### src/rtl/mipi_rgb_framer_pkg.sv
// Shared types and helpers for the MIPI RGB framer: widths, FIFO entry layout,
// and the RGB888 -> RGB565 truncating conversion.
package mipi_rgb_framer_pkg;

  localparam int unsigned WordW   = 32;
  localparam int unsigned PixW    = 24;
  localparam int unsigned Rgb565W = 16;
  localparam int unsigned CoordW  = 10;

  typedef struct packed {
    logic             sof;
    logic [WordW-1:0] word;
  } fifo_entry_t;

  // Keep the top bits of each channel: R5 G6 B5, no rounding.
  function automatic logic [Rgb565W-1:0] rgb565(input logic [PixW-1:0] pix);
    return {5'(pix[23:16] >> 3), 6'(pix[15:8] >> 2), 5'(pix[7:0] >> 3)};
  endfunction

endpackage

### src/rtl/mipi_rgb_framer_if.sv
// Pixel-in / word-out bundle of the framer; master is the framer side,
// slave is the CSI receiver plus frame-buffer writer side.
interface mipi_rgb_framer_if;
  import mipi_rgb_framer_pkg::*;

  logic [PixW-1:0]   iMIPI_DATA;
  logic              iMIPI_START;
  logic              iMIPI_DATAVALID;
  logic [WordW-1:0]  oWORD;
  logic              oWORD_SOF;
  logic              oWORD_VALID;
  logic              iWORD_READY;
  logic              oOVERFLOW;
  logic              oFRAME_DONE;
  logic [CoordW-1:0] oX;
  logic [CoordW-1:0] oY;

  modport master (
    input  iMIPI_DATA, iMIPI_START, iMIPI_DATAVALID, iWORD_READY,
    output oWORD, oWORD_SOF, oWORD_VALID, oOVERFLOW, oFRAME_DONE, oX, oY
  );

  modport slave (
    output iMIPI_DATA, iMIPI_START, iMIPI_DATAVALID, iWORD_READY,
    input  oWORD, oWORD_SOF, oWORD_VALID, oOVERFLOW, oFRAME_DONE, oX, oY
  );

endinterface

### src/rtl/mipi_rgb_framer_fifo.sv
// First-word-fall-through FIFO of {sof, word} entries; a push into a full FIFO
// is accepted only when a pop happens in the same cycle.
module mipi_rgb_framer_fifo
  import mipi_rgb_framer_pkg::*;
#(
  parameter int unsigned pAW = 4
) (
  input  logic        clk_i,
  input  logic        rst_i,
  input  logic        push_i,
  input  fifo_entry_t wdata_i,
  input  logic        pop_i,
  output fifo_entry_t rdata_o,
  output logic        full_o,
  output logic        empty_o
);

  localparam int unsigned Depth = 2 ** pAW;
  localparam int unsigned CntW  = pAW + 1;

  fifo_entry_t       mem_q [Depth];
  logic [pAW-1:0]    wr_q, rd_q;
  logic [CntW-1:0]   cnt_q;
  logic              pop_ok, push_ok;

  assign empty_o = (cnt_q == '0);
  assign full_o  = (cnt_q == CntW'(Depth));
  assign pop_ok  = pop_i & ~empty_o;
  assign push_ok = push_i & (~full_o | pop_ok);
  assign rdata_o = mem_q[rd_q];

  always_ff @(posedge clk_i or posedge rst_i) begin
    if (rst_i) begin
      for (int i = 0; i < Depth; i++) mem_q[i] <= '0;
      wr_q  <= '0;
      rd_q  <= '0;
      cnt_q <= '0;
    end else begin
      if (push_ok) begin
        mem_q[wr_q] <= wdata_i;
        wr_q        <= wr_q + pAW'(1);
      end
      if (pop_ok) rd_q <= rd_q + pAW'(1);
      cnt_q <= cnt_q + CntW'(push_ok) - CntW'(pop_ok);
    end
  end

endmodule

### src/rtl/mipi_rgb_framer.sv
// RGB888 pixel stream -> coordinate tracking -> RGB565 pair packing -> FWFT word FIFO.
// Optional crop window enabled with `define MIPI_RGB_FRAMER_CROP_EN.
module mipi_rgb_framer
  import mipi_rgb_framer_pkg::*;
#(
  parameter int unsigned pLINE_WIDTH   = 640,
  parameter int unsigned pFRAME_HEIGHT = 480,
  parameter int unsigned pFIFO_AW      = 4,
  parameter int unsigned pX0           = 0,
  parameter int unsigned pY0           = 0,
  parameter int unsigned pWIDTH        = 640,
  parameter int unsigned pHEIGHT       = 480
) (
  input logic               iMIPI_CLK,
  input logic               iRESET,
  mipi_rgb_framer_if.master bus
);

  localparam logic [CoordW-1:0] LastX  = CoordW'(pLINE_WIDTH - 1);
  localparam logic [CoordW-1:0] LastY  = CoordW'(pFRAME_HEIGHT - 1);
  localparam logic [CoordW-1:0] FrameH = CoordW'(pFRAME_HEIGHT);
  localparam logic [CoordW-1:0] WinX0  = CoordW'(pX0);
  localparam logic [CoordW-1:0] WinY0  = CoordW'(pY0);
  localparam logic [CoordW-1:0] WinW   = CoordW'(pWIDTH);
  localparam logic [CoordW-1:0] WinH   = CoordW'(pHEIGHT);
`ifdef MIPI_RGB_FRAMER_CROP_EN
  localparam bit CropOn = 1'b1;
`else
  localparam bit CropOn = 1'b0;
`endif

  logic [CoordW-1:0]  x_q, x_d, y_q, y_d;
  logic               half_q, half_d, sof_pend_q, sof_pend_d;
  logic [Rgb565W-1:0] lo_q, lo_d, hi_q, hi_d;
  logic               pair_q, pair_d, pair_sof_q, pair_sof_d;
  logic [WordW-1:0]   word_q, word_d;
  logic               word_sof_q, word_sof_d, word_vld_q, word_vld_d;
  logic               done_q, done_d, ovf_q, ovf_d;

  logic               in_frame_c, in_win_c, pop_c, drop_c, full_c, empty_c;
  logic [Rgb565W-1:0] pix565_c;
  fifo_entry_t        rd_entry_c;

  // Modular subtraction keeps the window test a single unsigned compare per axis.
  assign in_frame_c = (y_q < FrameH);
  assign in_win_c   = CropOn ? (((x_q - WinX0) < WinW) && ((y_q - WinY0) < WinH)) : 1'b1;
  assign pix565_c   = rgb565(bus.iMIPI_DATA);
  assign pop_c      = ~empty_c & bus.iWORD_READY;
  assign drop_c     = word_vld_q & full_c & ~pop_c;

  always_comb begin
    x_d        = x_q;
    y_d        = y_q;
    half_d     = half_q;
    sof_pend_d = sof_pend_q;
    lo_d       = lo_q;
    hi_d       = hi_q;
    pair_d     = 1'b0;
    pair_sof_d = pair_sof_q;
    word_d     = word_q;
    word_sof_d = word_sof_q;
    word_vld_d = pair_q;
    done_d     = 1'b0;
    ovf_d      = ovf_q;

    if (pair_q) begin
      word_d     = {hi_q, lo_q};
      word_sof_d = pair_sof_q;
    end

    // START overrides a coincident pixel and any drop flagged in the same cycle.
    if (bus.iMIPI_START) begin
      x_d        = '0;
      y_d        = '0;
      half_d     = 1'b0;
      sof_pend_d = 1'b1;
      ovf_d      = 1'b0;
    end else begin
      if (drop_c) ovf_d = 1'b1;
      if (bus.iMIPI_DATAVALID) begin
        done_d = (x_q == LastX) && (y_q == LastY);
        if (x_q == LastX) begin
          x_d = '0;
          if (in_frame_c) y_d = y_q + CoordW'(1);
        end else begin
          x_d = x_q + CoordW'(1);
        end
        if (in_frame_c && in_win_c) begin
          if (half_q) begin
            hi_d       = pix565_c;
            pair_d     = 1'b1;
            pair_sof_d = sof_pend_q;
            sof_pend_d = 1'b0;
            half_d     = 1'b0;
          end else begin
            lo_d   = pix565_c;
            half_d = 1'b1;
          end
        end
      end
    end
  end

  always_ff @(posedge iMIPI_CLK or posedge iRESET) begin
    if (iRESET) begin
      x_q        <= '0;
      y_q        <= '0;
      half_q     <= 1'b0;
      sof_pend_q <= 1'b0;
      lo_q       <= '0;
      hi_q       <= '0;
      pair_q     <= 1'b0;
      pair_sof_q <= 1'b0;
      word_q     <= '0;
      word_sof_q <= 1'b0;
      word_vld_q <= 1'b0;
      done_q     <= 1'b0;
      ovf_q      <= 1'b0;
    end else begin
      x_q        <= x_d;
      y_q        <= y_d;
      half_q     <= half_d;
      sof_pend_q <= sof_pend_d;
      lo_q       <= lo_d;
      hi_q       <= hi_d;
      pair_q     <= pair_d;
      pair_sof_q <= pair_sof_d;
      word_q     <= word_d;
      word_sof_q <= word_sof_d;
      word_vld_q <= word_vld_d;
      done_q     <= done_d;
      ovf_q      <= ovf_d;
    end
  end

  mipi_rgb_framer_fifo #(.pAW(pFIFO_AW)) u_fifo (
    .clk_i   (iMIPI_CLK),
    .rst_i   (iRESET),
    .push_i  (word_vld_q),
    .wdata_i ('{sof: word_sof_q, word: word_q}),
    .pop_i   (pop_c),
    .rdata_o (rd_entry_c),
    .full_o  (full_c),
    .empty_o (empty_c)
  );

  assign bus.oWORD       = rd_entry_c.word;
  assign bus.oWORD_SOF   = rd_entry_c.sof;
  assign bus.oWORD_VALID = ~empty_c;
  assign bus.oOVERFLOW   = ovf_q;
  assign bus.oFRAME_DONE = done_q;
  assign bus.oX          = x_q;
  assign bus.oY          = y_q;

endmodule

### src/flat_wrapper.sv
// flat-port wrapper written by rule: the top's interface ports become plain ports
module mipi_rgb_framer_flat import mipi_rgb_framer_pkg::*;
#(
  parameter int unsigned pLINE_WIDTH   = 640,
  parameter int unsigned pFRAME_HEIGHT = 480,
  parameter int unsigned pFIFO_AW      = 4,
  parameter int unsigned pX0           = 0,
  parameter int unsigned pY0           = 0,
  parameter int unsigned pWIDTH        = 640,
  parameter int unsigned pHEIGHT       = 480
)
  (iMIPI_CLK, iRESET, bus_iMIPI_DATA, bus_iMIPI_START, bus_iMIPI_DATAVALID, bus_iWORD_READY, bus_oWORD, bus_oWORD_SOF, bus_oWORD_VALID, bus_oOVERFLOW, bus_oFRAME_DONE, bus_oX, bus_oY);
  mipi_rgb_framer_if bus_i ();
  input logic iMIPI_CLK;
  input logic iRESET;
  input wire logic [$bits(bus_i.iMIPI_DATA)-1:0] bus_iMIPI_DATA;
  input wire logic [$bits(bus_i.iMIPI_START)-1:0] bus_iMIPI_START;
  input wire logic [$bits(bus_i.iMIPI_DATAVALID)-1:0] bus_iMIPI_DATAVALID;
  input wire logic [$bits(bus_i.iWORD_READY)-1:0] bus_iWORD_READY;
  output wire logic [$bits(bus_i.oWORD)-1:0] bus_oWORD;
  output wire logic [$bits(bus_i.oWORD_SOF)-1:0] bus_oWORD_SOF;
  output wire logic [$bits(bus_i.oWORD_VALID)-1:0] bus_oWORD_VALID;
  output wire logic [$bits(bus_i.oOVERFLOW)-1:0] bus_oOVERFLOW;
  output wire logic [$bits(bus_i.oFRAME_DONE)-1:0] bus_oFRAME_DONE;
  output wire logic [$bits(bus_i.oX)-1:0] bus_oX;
  output wire logic [$bits(bus_i.oY)-1:0] bus_oY;
  assign bus_i.iMIPI_DATA = bus_iMIPI_DATA;
  assign bus_i.iMIPI_START = bus_iMIPI_START;
  assign bus_i.iMIPI_DATAVALID = bus_iMIPI_DATAVALID;
  assign bus_i.iWORD_READY = bus_iWORD_READY;
  assign bus_oWORD = bus_i.oWORD;
  assign bus_oWORD_SOF = bus_i.oWORD_SOF;
  assign bus_oWORD_VALID = bus_i.oWORD_VALID;
  assign bus_oOVERFLOW = bus_i.oOVERFLOW;
  assign bus_oFRAME_DONE = bus_i.oFRAME_DONE;
  assign bus_oX = bus_i.oX;
  assign bus_oY = bus_i.oY;
  mipi_rgb_framer #(.pLINE_WIDTH(pLINE_WIDTH), .pFRAME_HEIGHT(pFRAME_HEIGHT), .pFIFO_AW(pFIFO_AW), .pX0(pX0), .pY0(pY0), .pWIDTH(pWIDTH), .pHEIGHT(pHEIGHT)) u_core (.iMIPI_CLK(iMIPI_CLK), .iRESET(iRESET), .bus(bus_i));
endmodule
### config.mk
export PLATFORM = sky130hd
export DESIGN_NAME = mipi_rgb_framer_flat
export DESIGN_NICKNAME = d
export VERILOG_FILES = /design/src/rtl/mipi_rgb_framer_pkg.sv /design/src/rtl/mipi_rgb_framer_if.sv /design/src/rtl/mipi_rgb_framer_fifo.sv /design/src/rtl/mipi_rgb_framer.sv /design/src/flat_wrapper.sv
export SDC_FILE = /design/constraint.sdc
export NUM_CORES = 1
export LEC_CHECK = 0
export CORE_AREA = 2 2 218 220
export DETAILED_ROUTE_END_ITERATION = 10
export DIE_AREA = 0 0 220 222
export DONT_BUFFER_PORTS = 1
export GPL_ROUTABILITY_DRIVEN = 1
export PLACE_DENSITY = 0.87
export SYNTH_ARGS = -nofsm -noshare
export SYNTH_HDL_FRONTEND = slang
export SYNTH_HIERARCHICAL = 1
export SYNTH_SLANG_ARGS = --single-unit
### constraint.sdc
create_clock -name iMIPI_CLK -period 27.3 [get_ports iMIPI_CLK]
set_input_delay 5.46 -clock iMIPI_CLK [delete_from_list [all_inputs] [get_ports iMIPI_CLK]]
set_output_delay 5.46 -clock iMIPI_CLK [all_outputs]
set_load 0.02 [all_outputs]
==> flow_metrics.env <==
export IMPL_status="completed"
export IMPL_ir_drop_uv=79.5
export IMPL_rsz0062_at_grt="no"
export IMPL_drt_iter0_drc=1410
export IMPL_synth_area_leaders="dfrtp_1 (54%), mux2_4 (14%), mux2_2 (12%), mux4_2 (10%), a22oi_1 (1.7%)"
export IMPL_intPower_mw=2.01
export IMPL_tightest_slew_ns=1.18
export IMPL_maxSlewViolCount=0
export IMPL_pre_cts_ws_ns=19.02
export IMPL_crit_fanout=51
export IMPL_clkSinkCount=633
export IMPL_final_nets=1768
export IMPL_cts_resized=0
export IMPL_clock_skew_ns=0.0267
export IMPL_post_cts_buffers=0
export IMPL_drc_errors=0
export IMPL_synth_top_cell_area_share=0.538
export IMPL_hold_depth=1
export IMPL_stdcell_area_sq_mm=0.0318
export IMPL_synth_top_area_cell="dfrtp_1"
export IMPL_fin_crit_sh=0.329
export IMPL_num_vias=15800
export IMPL_insertion_delay_ns=0.64
export IMPL_grt_pass1_vias=17400
export IMPL_async_flop_share=1.00
export IMPL_relSlewSlack=0.211
export IMPL_cellLeakagePower_nw=15.8
export IMPL_synth_edf_count=0
export IMPL_die_x_um=220
export IMPL_drt_total_wl_um=67700
export IMPL_fp_coreArea_sq_mm=0.0463
export IMPL_p_total_mw=2.93
export IMPL_ys_flop_type="dfrtp_1"
export IMPL_p_switching_mw=0.926
export IMPL_place_inst=2271
export IMPL_die_h_um=222
export IMPL_crit_type="reg -> out"
export IMPL_grt_max_degree=173
export IMPL_synthesis_instances=1784
export IMPL_initial_utilization=0.636
export IMPL_routedWlPerCell_um=28.4
export IMPL_arrival_ns=3.51
export IMPL_cts_hold_buf=0
export IMPL_min_period_ns=8.97
export IMPL_avgViaCountPerCell=6.63
export IMPL_synth_sequential_area_ratio=0.538
export IMPL_dpl_cell_area_sq_mm=0.0296
export IMPL_port_buffers=0
export IMPL_cp_start_kind="flip-flop"
export IMPL_power_frac_seq=0.464
export IMPL_fmax_mhz=111
export IMPL_synth_distinct_cells=54
export IMPL_power_density_cell_area_mw_per_mm2=92.3
export IMPL_setup_ws_ns=18.33
export IMPL_syn_to_final_growth_pct=7.89
export IMPL_synth_nets=1826
export IMPL_cts_tree="yes"
export IMPL_setup_violations=0
export IMPL_cts_buffers=60
export IMPL_grt_pass1_wl_um=106000
export IMPL_dr_pass1_iters=5
export IMPL_dp_hpwl_um=36600
export IMPL_synth_avg_cell_area_sq_um=16.5
export IMPL_grt_ovfl_total=0
export IMPL_hold_path_class="reg -> reg"
export IMPL_p_sw_frac=0.316
export IMPL_ant_nets=0
export IMPL_clk_pin_slew_ns=0.06
export IMPL_gp_congestion=0.780
export IMPL_synth_seq_cells=633
export IMPL_num_io_pins=85
export IMPL_dieArea_sq_mm=0.0488
export IMPL_antenna_found_initial=5
export IMPL_cp_required_ns=21.84
export IMPL_worst_r2r_cell_count=9
export IMPL_grt_usage=0.289
export IMPL_layout_drive_gt1_share=0.500
export IMPL_comb_power_share=0.228
export IMPL_rows=79
export IMPL_htree_levels=2
export IMPL_finalHoldViolCount=0
export IMPL_end_kind="output port"
export IMPL_netlist_area_sq_mm=0.0294
export IMPL_layoutNonFillerInstCount=2384
export IMPL_clockRootBuffer="clkbuf_16"
export IMPL_pwr_share_clk=0.307
export IMPL_maxCapViolCount=0
export IMPL_clockBufferDepth=3
export IMPL_yosysWarnings=6
export IMPL_tns_ns=0
[synthesized netlist by cell type (all sizes together) (5+ instances only)]
cell type	instances
inv	16
or4	6
buf	90
clkbuf	56
ha	12
o21ai	6
nand2	50
xor2	11
dfrtp	633
nand4	19
o31ai	5
nor2b	7
nor2	19
mux2	597
nand3	10
mux4	132
a21oi	11
a22oi	66
xnor2	5
[cells by family after synthesis]
family	Yosys count	synth area share
muxes	731	0.366
DFF	633	0.538
buffers and inverters	162	0.0320
and+or+nand+nor	137	0.0310
AOI/OAI and AO/OA	92	0.0225
xor gates and xnor gates	16	0.00476
adders and majority gates	13	0.00578
[sequential cells by signal, summed over array words and instances (netlist names)]
name and count:
u_core/bus.oFRAME_DONE 1, u_core/bus.oOVERFLOW 1, u_core/bus.oX 10, u_core/bus.oY 10
u_core/half_q 1, u_core/hi_q 16, u_core/lo_q 16, u_core/pair_q 1
u_core/pair_sof_q 1, u_core/sof_pend_q 1, u_core/u_fifo/cnt_q 5, u_core/u_fifo/mem_q 528
u_core/u_fifo/rd_q 4, u_core/u_fifo/wr_q 4, u_core/word_q 32, u_core/word_sof_q 1
u_core/word_vld_q 1
[cell usage in the layout, fill, tap and decap left out, types with 4 or more instances in the layout]
| cell | netlist | final |
|---|---|---|
| a22oi_1 | 66 | 66 |
| or4_1 | 6 | 6 |
| a21oi_1 | 10 | 10 |
| and3_1 | 4 | 4 |
| clkbuf_8 | 0 | 15 |
| xnor2_1 | 5 | 5 |
| nand2_1 | 44 | 44 |
| mux2_4 | 280 | 280 |
| nor2b_1 | 7 | 5 |
| nor2_1 | 18 | 17 |
| clkbuf_16 | 0 | 61 |
| inv_1 | 16 | 14 |
| clkbuf_1 | 55 | 7 |
| diode_2 | 0 | 4 |
| ha_1 | 12 | 12 |
| nand3_1 | 9 | 9 |
| xor2_1 | 11 | 11 |
| dfrtp_1 | 633 | 631 |
| o21ai_0 | 6 | 6 |
| buf_4 | 10 | 24 |
| mux2_1 | 4 | 4 |
| clkinvlp_4 | 0 | 5 |
| o31ai_1 | 5 | 5 |
| bufinv_16 | 0 | 9 |
| mux4_2 | 132 | 132 |
| nand4_1 | 7 | 7 |
| nand2_2 | 5 | 5 |
| mux2_2 | 313 | 313 |
| nand4_4 | 9 | 12 |
| clkinv_2 | 0 | 9 |
[final timing paths]
path / endpoint / slack, ns / startpoint
max: bus_oWORD[13] / 18.33 / u_core/u_fifo/rd_q[1]
min reg2reg: u_core/u_fifo/mem_q[99] / 0.50 / u_core/u_fifo/mem_q[99]
min in group asynchronous: u_core/bus.oY[7] / 4.70 / iRESET
max in group asynchronous: u_core/u_fifo/mem_q[185] / 20.64 / iRESET
max reg2reg: u_core/u_fifo/mem_q[96] / 23.72 / u_core/u_fifo/cnt_q[2]
min: u_core/u_fifo/mem_q[99] / 0.50 / u_core/u_fifo/mem_q[99]
[through the flow]
| stage | util | hold slack [ns] |
|---|---|---|
| 2_1_floorplan | - | 0.352 |
| 3_3_place_gp | 0.640 | 0.470 |
| 3_5_place_dp | 0.640 | 0.481 |
| 4_1_cts | 0.686 | 0.496 |
| 5_1_grt | 0.687 | 0.515 |
| 6_report | 0.687 | 0.496 |
[critical path, stage by stage (launching register included)]
cell     delay [ns]
dfrtp_4        0.93
buf_4          0.65
mux4_2         0.63
a22oi_1        0.32
nand2_1        0.25
[layout make-up]
class / count / area [sq um]
Clock inverter: 26 / 390
Inverter: 16 / 70.1
Timing Repair Buffer: 26 / 220
Tap cell: 607 / 759
Antenna cell: 4 / 10.0
Sequential cell: 633 / 15800
Clock buffer: 83 / 1760
Multi-Input combinational cell: 989 / 12700
Fill cell: 2784 / 14500
[metal layers]
layer / up-vias / wire length (um) / GRT usage
met3: 178 / 4830 / 0.0726
met1: 8559 / 26700 / 0.383
met2: 573 / 33700 / 0.460
met5: - / 41 / 0
met4: 6 / 2430 / 0.115
li1: 6492 / - / -
[power groups by stage]
stage	registers [mW]	clock network (mW)	logic [mW]
final	1.36	0.901	0.669
after global routing	1.39	0.954	0.709
after CTS	1.36	0.911	0.673
after detailed placement	1.36	0	0.666
after global placement	1.34	0	0.644
after floorplan	1.22	0	0.624
No activity file was read; power rests on OpenSTA's default activity.
==> edit 1: new RTL, same settings <==
`pFIFO_AW` is set to 4 in 2 places; all go to 3.
--- a/src/rtl/mipi_rgb_framer.sv
+++ b/src/rtl/mipi_rgb_framer.sv
@@ -5,7 +5,7 @@
 #(
   parameter int unsigned pLINE_WIDTH   = 640,
   parameter int unsigned pFRAME_HEIGHT = 480,
-  parameter int unsigned pFIFO_AW      = 4,
+  parameter int unsigned pFIFO_AW      = 3,
   parameter int unsigned pX0           = 0,
   parameter int unsigned pY0           = 0,
   parameter int unsigned pWIDTH        = 640,
--- a/src/flat_wrapper.sv
+++ b/src/flat_wrapper.sv
@@ -3,7 +3,7 @@
 #(
   parameter int unsigned pLINE_WIDTH   = 640,
   parameter int unsigned pFRAME_HEIGHT = 480,
-  parameter int unsigned pFIFO_AW      = 4,
+  parameter int unsigned pFIFO_AW      = 3,
   parameter int unsigned pX0           = 0,
   parameter int unsigned pY0           = 0,
   parameter int unsigned pWIDTH        = 640,
Check against the original RTL: same outputs for any inputs over 4 cycles, from zero or initial values and one cycle with iRESET high; that may be too few to reach the edited logic, so the function may still have changed.
==> edit 1 against the unedited design <==
  * Setup slack better by 0.39 ns
  * Global-route usage is 14 points lower
  * Power is 38% lower
  * Via count is 44% lower
  * Routed wire length is 47% lower
  * Cell area is 43% lower
  * Worst hold slack hardly changed
  * Synthesized area is 44% lower
  * Sequential cell count is 267 lower
  * Core utilization is 29 points lower
  * Register-to-register slack better by 0.22 ns
==> edit 1: results (changes against the unedited design) <==
- Status: finished, final reports clean (unchanged)
- Total Wirelength: 35.56 mm (was 67.69 mm)
- Worst endpoint data arrival time: 3.12 ns (was 3.51 ns)
- First-pass GRT wire length: 56.90 mm (was 105.9 mm)
- Syn nets: 1052 (was 1826)
- Regs by FF count: u_core/u_fifo/mem_q: 264 flops, u_core/word_q: 32 flops (was u_core/u_fifo/mem_q: 528 flops, u_core/word_q: 32 flops)
- TritonCTS buffer count: 38 (was 60)
- Clk buf depth: 3 (unchanged)
- Post-DP HPWL: 21.65 mm (was 36.59 mm)
- Internal power: 0.001259 W (was 0.002006 W)
- Sequential fraction of the synthesis area: 55.66% (was 53.81%)
- Synth Area in Adders: 0.8821% (was 0.5781%)
- LEAKAGE: 8.496 nW (was 15.83 nW)
- Placed cells: 1571 (was 2271)
- GPL Wtd Cong: 0.7619 (was 0.7803)
- Largest fanout on the critical path: 43 (was 51)
- Slew @ Worst Pin: 1.131 ns (was 1.184 ns)
- Fraction of layout cells with a size suffix above 1: 50.87% (was 49.97%)
- Clk. pwr: 0.000529 W (was 0.000901 W)
- Combinational power: 0.000437 W (was 0.000669 W)
- Post-Synth XOR/XNOR Area: 0.6387% (was 0.4761%)
- Largest net degree at the start of global routing: 126 (was 173)
- Drt wl/cell: 21.68 um (was 28.39 um)
- Top cells by area, synth: dfrtp_1 (56%), mux2_2 (22%), mux4_2 (9.0%) (was dfrtp_1 (54%), mux2_4 (14%), mux2_2 (12%))
- NumNets Final: 1044 (was 1768)
- Post-synthesis cell count: 1012 (was 1784)
- Max VDD drop: 0.05302 mV (was 0.07953 mV)
- Total GRT Usage: 14.92% (was 28.87%)
- Post-Place Worst Slack: 19.22 ns (was 19.02 ns)
- Detailed Route Iter0 Violations: 516 (was 1410)
- Vias per cell: 5.376 (was 6.631)
- Post-synthesis compound-gate area fraction: 1.498% (was 2.249%)
## edit 1: through the flow
step | area [um^2] | utilization (%) | total power [W]
floorplan | 16450 | - | 0.001170
global placement | 16950 | 36.64 | 0.001259
detailed placement | 16950 | 36.64 | 0.001294
CTS | 18250 | 39.44 | 0.001830
global route | 18250 | 39.44 | 0.001906
finish | 18250 | 39.45 | 0.001812
## edit 1: area by class of cell
cell class | count | area (um^2)
Sequential cell | 366 | 9165
Clock buffer | 58 | 1137
Timing Repair Buffer | 14 | 105.1
Antenna cell | 1 | 2.502
Clock inverter | 10 | 156.4
Tap cell | 607 | 759.5
Multi-Input combinational cell | 567 | 6845
Fill cell | 4113 | 28010
Inverter | 17 | 76.32
## edit 1: per-layer routing
layer / share of wire, % / up-vias / GRT usage [%]
met4: 2.2 / 4 / 4.113
met3: 5.8 / 63 / 3.676
met5: 0.087 / - / 0
li1: - / 3726 / -
met1: 42 / 4819 / 19.55
met2: 50 / 204 / 24.60
## edit 1: worst paths after layout
path / startpoint / endpoint / slack (ns) / cells past startpoint
worst max-delay path: u_core/u_fifo/rd_q[0] / bus_oWORD[9] / 18.72 / 3
worst min-delay path: u_core/sof_pend_q / u_core/sof_pend_q / 0.50 / 2
worst max register to register: u_core/u_fifo/cnt_q[2] / u_core/u_fifo/mem_q[229] / 23.94 / 9
worst min register to register: u_core/sof_pend_q / u_core/sof_pend_q / 0.50 / 2
max in group asynchronous: iRESET / u_core/u_fifo/mem_q[235] / 20.01 / 3
min in group asynchronous: iRESET / u_core/bus.oX[2] / 4.72 / 1
## edit 1: worst max-delay path: stages, from the launching register on
cell	delay [ns]
dfrtp_4	0.76
buf_4	0.80
mux4_2	0.61
mux2_2	0.38
==> edit 2: new RTL, same settings <==
Made on the original files. Make the reset (`iRESET` and `rst_i`) synchronous in 2 clocked blocks.
--- a/src/rtl/mipi_rgb_framer_fifo.sv
+++ b/src/rtl/mipi_rgb_framer_fifo.sv
@@ -29,7 +29,7 @@
   assign push_ok = push_i & (~full_o | pop_ok);
   assign rdata_o = mem_q[rd_q];
 
-  always_ff @(posedge clk_i or posedge rst_i) begin
+  always_ff @(posedge clk_i) begin
     if (rst_i) begin
       for (int i = 0; i < Depth; i++) mem_q[i] <= '0;
       wr_q  <= '0;
--- a/src/rtl/mipi_rgb_framer.sv
+++ b/src/rtl/mipi_rgb_framer.sv
@@ -101,7 +101,7 @@
     end
   end
 
-  always_ff @(posedge iMIPI_CLK or posedge iRESET) begin
+  always_ff @(posedge iMIPI_CLK) begin
     if (iRESET) begin
       x_q        <= '0;
       y_q        <= '0;
Formal check against the unedited RTL: differs if iRESET is asserted again (counterexample within 4 cycles, from zero or initial values and one cycle with iRESET high); with iRESET held inactive, the same outputs for 4 cycles.
==> edit 2 against the unedited design <==
  * Global-route usage down 0.40 points
  * Critical path depth up 1
  * Sequential cell count grew 4
  * Sequential share of layout area up 11 points
  * Critical endpoint is now bus_oWORD[7]
  * Routed wire length rose by 1.6%
  * Non-clock buffer count grew 4
  * Maximum frequency down 3.4%
  * Setup slack got worse by 0.32 ns
  * Synthesized area fell by 7.5%
  * Count of clock-buffer cells in the layout fell by 5
  * Cell area fell by 7.4%
Power is not compared: it rests on default switching activity, and its combinational part moved more than twofold at a synthesized area within 25%.
==> edit 2: results (changes against the unedited design) <==
- Status: finished, final reports clean (unchanged)
- Relative slew slack: 12.08% (was 21.10%)
- Worst Skew: 0.02284 ns (was 0.02667 ns)
- Worst endpoint data arrival time: 3.83 ns (was 3.51 ns)
- Vias per cell: 6.551 (was 6.631)
- Root buffer cell: clkbuf_16 (unchanged)
- Post-CTS setup buffers: 0 (unchanged)
- Largest fanout on the critical path: 53 (was 51)
- Total GRT Usage: 28.46% (was 28.87%)
- Detailed Route Iter0 Violations: 2198 (was 1410)
- Post-synth EDFFs: 528 (was 0)
- Setup crit start kind: register (unchanged)
- Setup-failing EPs final: 0 (unchanged)
- Syn nets: 2064 (was 1826)
- Async set or reset register ratio after synthesis: 0% (was 100.0%)
- CP max-delay cell: buf_4 (was dfrtp_4)
- Top delay family on crit path: buffers and inverters (was flip-flops)
- Regs by FF count: u_core/u_fifo/mem_q: 528 flops, u_core/word_q: 32 flops (unchanged)
- First-pass GRT wire length: 102.7 mm (was 105.9 mm)
- CTS clk-pin slew, worst paths: 0.07 ns
- Synth Area in Adders: 0.6709% (was 0.5781%)
- Netlist cell types: 55 (was 54)
- Number of global-route vias before repair: 17734 (was 17440)
- Layout fillers: 3158 (was 2784)
- Initial antenna violation count: 1 (was 5)
- Fraction of layout cells with a size suffix above 1: 14.25% (was 49.97%)
- Top cells by area, synth: edfxtp_1 (58%), mux4_2 (11%), nor2_1 (8.2%) (was dfrtp_1 (54%), mux2_4 (14%), mux2_2 (12%))
- Post-synthesis compound-gate area fraction: 3.501% (was 2.249%)
- Dpl cell area: 27520 um^2 (was 29600 um^2)
- Worst flop-to-flop path startpoint: u_core/u_fifo/cnt_q[2] (unchanged)
- Drt wl/cell: 26.24 um (was 28.39 um)
- Clock latency on the worst-skew pair: 0.63 ns
- Max VDD drop: 0.05660 mV
- TritonCTS buffer count: 58 (was 60)
- Crit-path max cell delay: 0.90 ns (was 0.93 ns)
- Post-synthesis mux area share: 12.76% (was 36.58%)
- NumNets Final: 2014 (was 1768)
- # diodes: 0 (was 4)
- LEAKAGE: 9.271 nW
- Post-Synth XOR/XNOR Area: 0.5790% (was 0.4761%)
- Sequential fraction of the synthesis area: 66.24% (was 53.81%)
- Worst Hold Launch: u_core/sof_pend_q (was u_core/u_fifo/mem_q[99])
- GPL Wtd Cong: 0.7773 (was 0.7803)
- Post-DP HPWL: 37.74 mm (was 36.59 mm)
- Reg2reg setup slack: 23.31 ns (was 23.72 ns)
- Main synth FF type: edfxtp_1 (was dfrtp_1)
- Largest net degree at the start of global routing: 89 (was 173)
- Util after Layout: 63.57% (was 68.65%)
- Synth cell count leaders: nor2_1 (598), edfxtp_1 (528), nand2_1 (216), mux4_2 (132), dfxtp_1 (109) (was dfrtp_1 (633), mux2_2 (313), mux2_4 (280), mux4_2 (132), a22oi_1 (66))
- Pre-Repair DR Iteration Count: 6 (was 5)
## edit 2: layout make-up
| type | count | share of cell area (%) |
|---|---|---|
| Inverter | 12 | 0.1532 |
| Timing Repair Buffer | 30 | 0.7659 |
| Multi-Input combinational cell | 1232 | 28.72 |
| Clock inverter | 25 | 0.6850 |
| Tap cell | 607 | 2.583 |
| Sequential cell | 637 | 61.37 |
| Clock buffer | 78 | 5.727 |
## edit 2: cells by family after synthesis
logic type	count (synthesis)
buffers and inverters	152
DFF	637
adders and majority gates	14
muxes	182
xor gates and xnor gates	18
AOI/OAI and AO/OA	130
and+or+nand+nor	888
## edit 2: worst paths after layout
| path | depth (start not counted) | endpoint |
|---|---|---|
| worst max-delay path | 5 | bus_oWORD[7] |
| worst min register to register | 1 | u_core/sof_pend_q |
| worst max register to register | 10 | u_core/u_fifo/mem_q[2][7] |
| worst min-delay path | 1 | u_core/sof_pend_q |
## edit 2: per-stage QoR
step | worst slack [ns] | hold WS, ns | instances
after floorplan | 19.62 | 0.4401 | 2021
final | 18.01 | 0.4705 | 2621
after CTS | 17.90 | 0.4766 | 2621
after global placement | 18.59 | 0.4487 | 2518
after detailed placement | 18.60 | 0.4606 | 2518
after global routing | 17.68 | 0.4927 | 2621
## edit 2: metal layers
metal	routed length, um	track usage [%]	share of wire [%]
met2	33510	46.74	49
met5	12	0	0.017
met1	22210	34.48	32
met4	3492	14.22	5.1
met3	9547	8.121	14
## edit 2: power by group
part	total [W]	switching (W)	internal, W
registers	0.00111	0.0000199	0.00109
logic	0.000326	0.000177	0.000150
clock network	0.000806	0.000347	0.000459
total	0.00224	0.000543	0.00170
